<file path="src/rtl/life_engine.sv">
// Row-serial Conway's Game of Life engine: one row per clock into a shadow
// buffer, then an atomic commit of the whole generation into the grid.

module life_cell (
   input  logic [2:0] up,
   input  logic [2:0] mid,
   input  logic [2:0] dn,
   output logic       nxt
);
   logic [3:0] cnt;

   assign cnt = 4'(up[0]) + 4'(up[1]) + 4'(up[2]) + 4'(mid[0]) + 4'(mid[2])
              + 4'(dn[0]) + 4'(dn[1]) + 4'(dn[2]);
   assign nxt = (cnt == 4'd3) | ((cnt == 4'd2) & mid[1]);
endmodule

module life_engine #(
   parameter int ROWS           = 8,
   parameter int COLS           = 8,
   parameter int WRAP           = 0,
   parameter int GEN_W          = 16,
   parameter int STOP_ON_STABLE = 1
) (
   input  logic                 clk,
   input  logic                 reset,
   input  logic                 load,
   input  logic [ROWS*COLS-1:0] seed,
   input  logic                 step,
   input  logic                 run,
   output logic [ROWS*COLS-1:0] grid,
   output logic [GEN_W-1:0]     gen_count,
   output logic                 busy,
   output logic                 gen_done,
   output logic                 stable
);
   localparam int RW = $clog2(ROWS);

   typedef enum logic [1:0] {IDLE, EVOLVE, COMMIT} state_t;

   state_t                     state_q, state_d;
   logic [ROWS-1:0][COLS-1:0]  grid_q, shadow_q;
   logic [RW-1:0]              row_q;
   logic [COLS-1:0]            up_r, mid_r, dn_r, nxt_row;
   logic [COLS+1:0]            up_x, mid_x, dn_x;
   logic                       last_row, same;

   assign last_row = (row_q == RW'(ROWS-1));
   assign same     = (shadow_q == grid_q);
   assign grid     = grid_q;
   assign busy     = (state_q != IDLE);

   // Pad each row by one cell on both sides so every column sees a 3-wide window
   function automatic logic [COLS+1:0] extend(input logic [COLS-1:0] r);
      return {(WRAP != 0) ? r[0] : 1'b0, r, (WRAP != 0) ? r[COLS-1] : 1'b0};
   endfunction

   always_comb begin
      mid_r = grid_q[row_q];
      up_r  = '0;
      dn_r  = '0;
      if (row_q == '0) begin
         if (WRAP != 0) up_r = grid_q[ROWS-1];
      end else begin
         up_r = grid_q[row_q - 1'b1];
      end
      if (last_row) begin
         if (WRAP != 0) dn_r = grid_q[0];
      end else begin
         dn_r = grid_q[row_q + 1'b1];
      end
   end

   assign up_x  = extend(up_r);
   assign mid_x = extend(mid_r);
   assign dn_x  = extend(dn_r);

   for (genvar c = 0; c < COLS; c++) begin : g_col
      life_cell u_cell (
         .up  (up_x[c +: 3]),
         .mid (mid_x[c +: 3]),
         .dn  (dn_x[c +: 3]),
         .nxt (nxt_row[c])
      );
   end

   always_comb begin
      state_d = state_q;
      case (state_q)
         IDLE:    if (!load && (step || run)) state_d = EVOLVE;
         EVOLVE:  if (last_row) state_d = COMMIT;
         COMMIT:  state_d = (run && !((STOP_ON_STABLE != 0) && same)) ? EVOLVE : IDLE;
         default: state_d = IDLE;
      endcase
   end

   always_ff @(posedge clk) begin
      if (reset) begin
         state_q   <= IDLE;
         grid_q    <= '0;
         shadow_q  <= '0;
         row_q     <= '0;
         gen_count <= '0;
         stable    <= 1'b0;
         gen_done  <= 1'b0;
      end else begin
         state_q  <= state_d;
         gen_done <= (state_q == COMMIT);
         case (state_q)
            IDLE: begin
               row_q <= '0;
               if (load) begin
                  grid_q    <= seed;
                  gen_count <= '0;
                  stable    <= 1'b0;
               end
            end
            EVOLVE: begin
               shadow_q[row_q] <= nxt_row;
               row_q           <= last_row ? '0 : row_q + 1'b1;
            end
            COMMIT: begin
               grid_q    <= shadow_q;
               stable    <= same;
               gen_count <= gen_count + 1'b1;
               row_q     <= '0;
            end
            default: row_q <= '0;
         endcase
      end
   end
endmodule

</file>
<file path="config.mk">
export PLATFORM = sky130hd
export DESIGN_NAME = life_engine
export DESIGN_NICKNAME = d
export VERILOG_FILES = /design/src/rtl/life_engine.sv
export SDC_FILE = /design/constraint.sdc
export NUM_CORES = 1
export LEC_CHECK = 0
export CORE_ASPECT_RATIO = 2
export CORE_MARGIN = 2
export CORE_UTILIZATION = 42
export CTS_BUF_LIST = sky130_fd_sc_hd__clkbuf_8
export CTS_CLUSTER_SIZE = 10
export DETAILED_ROUTE_END_ITERATION = 12
export GPL_ROUTABILITY_DRIVEN = 0
export PLACE_DENSITY = 0.73
export SKIP_LAST_GASP = 1
export SYNTH_ARGS = -nofsm -noshare
export SYNTH_HDL_FRONTEND = slang
export SYNTH_SLANG_ARGS = --single-unit
</file>
<file path="constraint.sdc">
create_clock -name clk -period 7.1 [get_ports clk]
set_input_delay 0.71 -clock clk [delete_from_list [all_inputs] [get_ports clk]]
set_output_delay 0.71 -clock clk [all_outputs]
set_load 0.02 [all_outputs]
</file>
Yosys cells after proc, flatten, opt, wreduce, memory -nomap -nowiden --
Index checks and enable logic that the tools add are counted.
Storage, ports and cells: input port bits 69, logic and storage cells 151, bits in registers 151, output and inout port bits 83
Operators by class: equality and inequality tests 23, bitwise logic cells 17, magnitude comparators 4, reduce and logical (&&, ||, !) cells 13, add/subtract/negate cells 52, muxes and demuxes 21
Operators by type and width (count):
- $add 4x1->4 | 41
- $pmux 64 s2 | 1
- $bmux 8 s3 | 3
- $bwmux 64 | 1
- $eq 4x2->1 const B | 16
- $eq 64x64->1 | 1
- $mux 64 | 1
- $mux 8 | 6
- $pmux 16 s2 | 1
- $demux 8 s3 | 1
- $add 16x1->16 const B | 1
- $mux 16 | 1
- $add 1x1->2 | 7
- $lt 3x4->1 const B | 3
- $and 1x1->1 | 8
- $or 1x1->1 | 8
- $ne 2x2->1 const B | 3
- $pmux 2 s3 | 1
- $mux 2 | 2
- $reduce_and 2->1 | 2
- $reduce_bool 2->1 | 2
- $add 2x1->3 | 1
- $add 3x1->3 const B | 1
- $eq 3x3->1 const B | 1
- 13 further kinds | 17

Depth between registers and ports, before layout --
depth after elaboration 15, mapped depth 23

Modules after synthesis --
A second synthesis with hierarchy kept.
Unflattened totals: cells, all modules 1192, area, all modules 10107.2 um2
By module, submodules not included:
- life_engine | area an instance 8565.7 um2, instances 1, cells each 1008
- life_cell at g_col[4].u_cell ... | area an instance 200.2 um2, instances 4, cells each 23
- life_cell at g_col[0].u_cell ... | area an instance 185.2 um2, instances 4, cells each 23

Worst setup path before layout --
No wires, ideal clock.
path type register -> register, start point register row_q[0], end point register shadow_q[49] (netlist bit), required time 7029 ps, library setup time 71 ps, slack 1810 ps, buffers on the path 4, arrival time 5219 ps, clock period less this slack 5290 ps, cell stages (with the launch flop) 19, path through dfxtp_1 -> buf_6 -> inv_1 -> ha_1 -> clkbuf_1 -> clkbuf_1 -> buf_2 -> mux2i_1 -> or2_2 -> fa_1 -> fa_1 -> fa_1 -> inv_1 -> ha_1 -> fa_1 -> mux2i_1 -> nor3b_1 -> nand3_1 -> a21oi_1
Between the ends: longest elaborated chain between the ends 15, elaborated cells on any way between the ends 29, classes of those cells 9 x add/sub; 2 x order compare; 3 x eq/ne; 11 x mux; 2 x bitwise; 2 x reduce/logical
Ends and longest elaborated chain:
- from (decl) | line 42 | logic [RW-1:0] row_q;
- from (signal assigned) | line 119 | row_q <= last_row ? '0 : row_q + 1'b1;
- $sub 3x1->3 | line 64 | up_r = grid_q[row_q - 1'b1];
- $bmux 8 s3 | line 64
- $mux 8 (implied by the code) | line 64
- $mux 8 | line 61 | if (row_q == '0) begin
- $add 1x1->2 | line 12 | assign cnt = 4'(up[0]) + 4'(up[1]) + 4'(up[2]) + 4'(mid[0]) + 4'(mid[2])
- $add 2x1->3 | line 12
- $add 4x1->4 (2 in a row) | line 12
- $add 4x1->4 (3 in a row) | line 13 | + 4'(dn[0]) + 4'(dn[1]) + 4'(dn[2]);
- $eq 4x2->1 | line 14 | assign nxt = (cnt == 4'd3) | ((cnt == 4'd2) & mid[1]);
- $and 1x1->1 | line 14
- $or 1x1->1 | line 14
- $bwmux 64 (*) | line 118 | shadow_q[row_q] <= nxt_row;
- to (signal, indexed assignment) | line 118
- to (decl) | line 41 | logic [ROWS-1:0][COLS-1:0] grid_q, shadow_q;
Every way passes the cells marked *; elsewhere a longest branch is shown, timed or not. The select of a mux whose other input is x is not followed. A chain may end at the register's enable or synchronous reset.

Worst setup path after layout --
start point register row_q[0], end point register shadow_q[2] (netlist bit)
Between the ends: longest elaborated chain between the ends 15, elaborated cells on any way between the ends 29, classes of those cells 9 x add/sub; 2 x order compare; 3 x eq/ne; 11 x mux; 2 x bitwise; 2 x reduce/logical
Ends and longest elaborated chain (line):
- $sub 3x1->3 | 64
- $bmux 8 s3 | 64
- $mux 8 (implied by the code) | 64
- $mux 8 | 61
- $add 1x1->2 | 12
- $add 4x1->4 (3 in a row) | 12
- $add 4x1->4 (3 in a row) | 13
- $eq 4x2->1 | 14
- $and 1x1->1 | 14
- $or 1x1->1 | 14
- $bwmux 64 (*) | 118
Marked as above.

==> results.json <==
{
  "hold-path-endpoint": "grid[28]$_SDFFE_PP0P_",
  "period_minus_slack_ns": 5.273,
  "synth_nets": 1328,
  "synthArstFlopShare_pct": 0,
  "status": "finished, final reports clean",
  "min_from": "shadow_q[28]$_SDFFE_PP0P_",
  "syn_inst": 1202,
  "grt_overflow_total": 0,
  "yosys.area_share.simple_pct": 26.22,
  "place_inst": 1574,
  "hp-class": "flop to flop",
  "peakVddDrop_v": 0.0001125,
  "synth-edff-count": 0,
  "grt_use_total_pct": 29.27,
  "timing.final.crit_share_pct": 74.27,
  "clk_latency_ns": 0.47,
  "cts_inserted_buffers": 17,
  "ys_types": 76,
  "rrSetupSlack_ns": 1.83,
  "ant_nets": 0,
  "holdBufCountCts": 0,
  "tns_ns": 0,
  "grt_first_pass_wirelength_um": 55860,
  "htreeDepth": 4,
  "post-cts-setup-buffer-count": 0,
  "finalSetupViolCount": 0,
  "grt_pass1_vias": 9675,
  "cts-resized-gates": 0,
  "die_w_um": 114.0,
  "via_per_inst": 6.123,
  "pin_count": 152,
  "setup_ws_ns": 1.827,
  "rsz0062_at_grt": "no",
  "critPathMaxFanout": 13,
  "core_area_mm2": 0.02382,
  "final_util_pct": 51.07,
  "r2r-start": "row_q[0]$_SDFF_PP0_",
  "hold_slack_ns": 0.4754,
  "hold_viol": 0,
  "ys_seq_elements": 151,
  "antenna_found_initial": 0,
  "top_layer_used": "met4",
  "portBuffers": 151,
  "dp_worst_setup_slack_ns": 1.905,
  "instances_no_fill": 1606,
  "syn_to_final_growth_pct": 19.79,
  "yosysSeqAreaShare_pct": 29.76,
  "die_y_um": 223.9,
  "avgRoutedWirePerCell_um": 23.43,
  "root_buffer": "clkbuf_8",
  "p_leak_nw": 4.929,
  "p_per_area_mw_per_mm2": 201.7,
  "syn_avg_cell_area_um2": 8.449,
  "start_kind": "flop",
  "skew_ns": 0.01823,
  "synthMuxAreaShare_pct": 9.634,
  "grt_max_degree": 117,
  "clockBufferDepth": 2,
  "final_nets": 1432,
  "maxCapViolations": 0,
  "crit_start": "row_q[0]$_SDFF_PP0_",
  "cp_data_required_time_ns": 7.49,
  "synth_top_area_share_pct": 29.76,
  "wirelength_um": 37640,
  "drc_errors": 0,
  "placed_area_mm2": 0.01169,
  "clk_pin_slew_ns": 0.09,
  "rows": 80,
  "dp_hpwl_um": 28370,
  "dieArea_mm2": 0.02552,
  "post_route_cells_drive_above_1_share_pct": 9.332,
  "synth_compound_area_share_pct": 13.32,
  "final_area_mm2": 0.01217,
  "whs_path_depth": 2,
  "p_total_mw": 2.454,
  "slew_viol_final": 0,
  "synth_top_flop_cell": "dfxtp_1",
  "yosysTopAreaCell": "dfxtp_1",
  "synth_top_cells_by_area": "dfxtp_1 30%, nor2_1 6.4%, fa_1 5.7%",
  "end_kind": "flop",
  "synthTopCellsByCount": "174 x nor2_1, 151 x dfxtp_1, 87 x nand2_1",
  "reg2regPathDepth": 20,
  "synth_top_family_by_area": "simple AND/OR/NAND/NOR gates",
  "start_util_pct": 42.63,
  "yosys_warnings": 0,
  "dr_total_vias": 9833,
  "crit_arrival_ns": 5.66,
  "max_freq_mhz": 189.6,
  "drt_first_pass_iters": 6,
  "synth-adder-area-share_pct": 9.166,
  "r2r_end": "shadow_q[2]$_SDFFE_PP0P_",
  "cts_tree": "done",
  "yosys.area_share.xor_xnor_pct": 5.692,
  "path_class": "flop to flop",
  "tightest_slew_ns": 1.195,
  "clock-sinks": 151,
  "drtIter0Drc": 1037,
  "slew_headroom_pct": 20.13,
  "netlist_area_mm2": 0.01016,
  "wl_met1_um": 12190,
  "yosysMostFrequentCell": "nor2_1",
  "met2_length_um": 18210,
  "route.met3.wl_um": 2720
}
worst max-delay path, stage by stage (launching register included):
cell and delay, ns:
dfxtp_2 0.53, inv_1 0.22, ha_1 0.26, xnor2_1 0.18, buf_4 0.20, mux4_2 0.30
mux2i_1 0.19, nor2_1 0.11, ha_1 0.29, inv_1 0.05, fa_1 0.56, fa_1 0.42
inv_1 0.08, fa_1 0.19, inv_1 0.06, fa_1 0.38, a211oi_1 0.20, mux2i_1 0.11
nor2_1 0.50, nand3_1 0.17, a21oi_1 0.21
state kept, by name, indices dropped and copies added (netlist names):
signal     count
grid          64
gen_count     16
shadow_q      64
state_q        2
stable         1
row_q          3
gen_done       1
logic make-up after synthesis:
kind of cell               after synthesis
adders and majority gates               57
AOI/OAI and AO/OA                      204
and+or+nand+nor                        533
DFF                                    151
buffers and inverters                  128
muxes                                   63
xor gates and xnor gates                66
layer usage:
layer	GRT usage, %	up-vias
li1	-	4378
met1	29.76	4671
met2	49.23	569
met3	4.978	215
met4	28.28	0
met5	0	-
placed cells by master (no fill, tap or decap), drive strengths merged, types with 5 or more instances in the layout:
master         count
or3               10
o21ai             25
nor2b             48
or2b               6
a22oi             21
fa                29
a21oi             73
mux4              26
a21o               7
clkdlybuf4s50    149
nand3             33
ha                28
mux2i             31
xor2              65
nand2b            48
nor2             175
nand3b            10
a211o              9
buf               14
inv               49
nand4              7
nor3              50
mux2               6
or2               14
dfxtp            151
bufinv             5
and2               5
nand2             88
clkbuf            20
nor4              19
nor3b              8
o22ai             43
where the power goes:
part	total [mW]	internal [mW]	leakage (nW)	switching [mW]
registers	0.979	0.884	1.23	0.0959
clock network	0.792	0.446	0.227	0.347
logic	0.682	0.291	3.47	0.392
total	2.45	1.62	4.93	0.834
final cells by class:
class	instances	area, µm²
clock inverters	11	195.2
repair buffers	163	1607
multi-input cells	923	6513
fillers	2265	11660
inverters	50	187.7
clock buffers	20	275.3
well taps	287	359.1
flip-flops and latches	151	3027
diodes	1	2.502
how the worst max path moves through the flow:
stage	cells after the start	to	slack [ns]
6_report	20	shadow_q[2]$_SDFFE_PP0P_	1.83
2_1_floorplan	18	shadow_q[49]$_SDFFE_PP0P_	1.81
4_1_cts	20	shadow_q[2]$_SDFFE_PP0P_	1.86
3_3_place_gp	20	shadow_q[2]$_SDFFE_PP0P_	2.09
3_5_place_dp	20	shadow_q[2]$_SDFFE_PP0P_	1.91
5_1_grt	20	shadow_q[2]$_SDFFE_PP0P_	1.44
(Power assumes the default switching activity.)
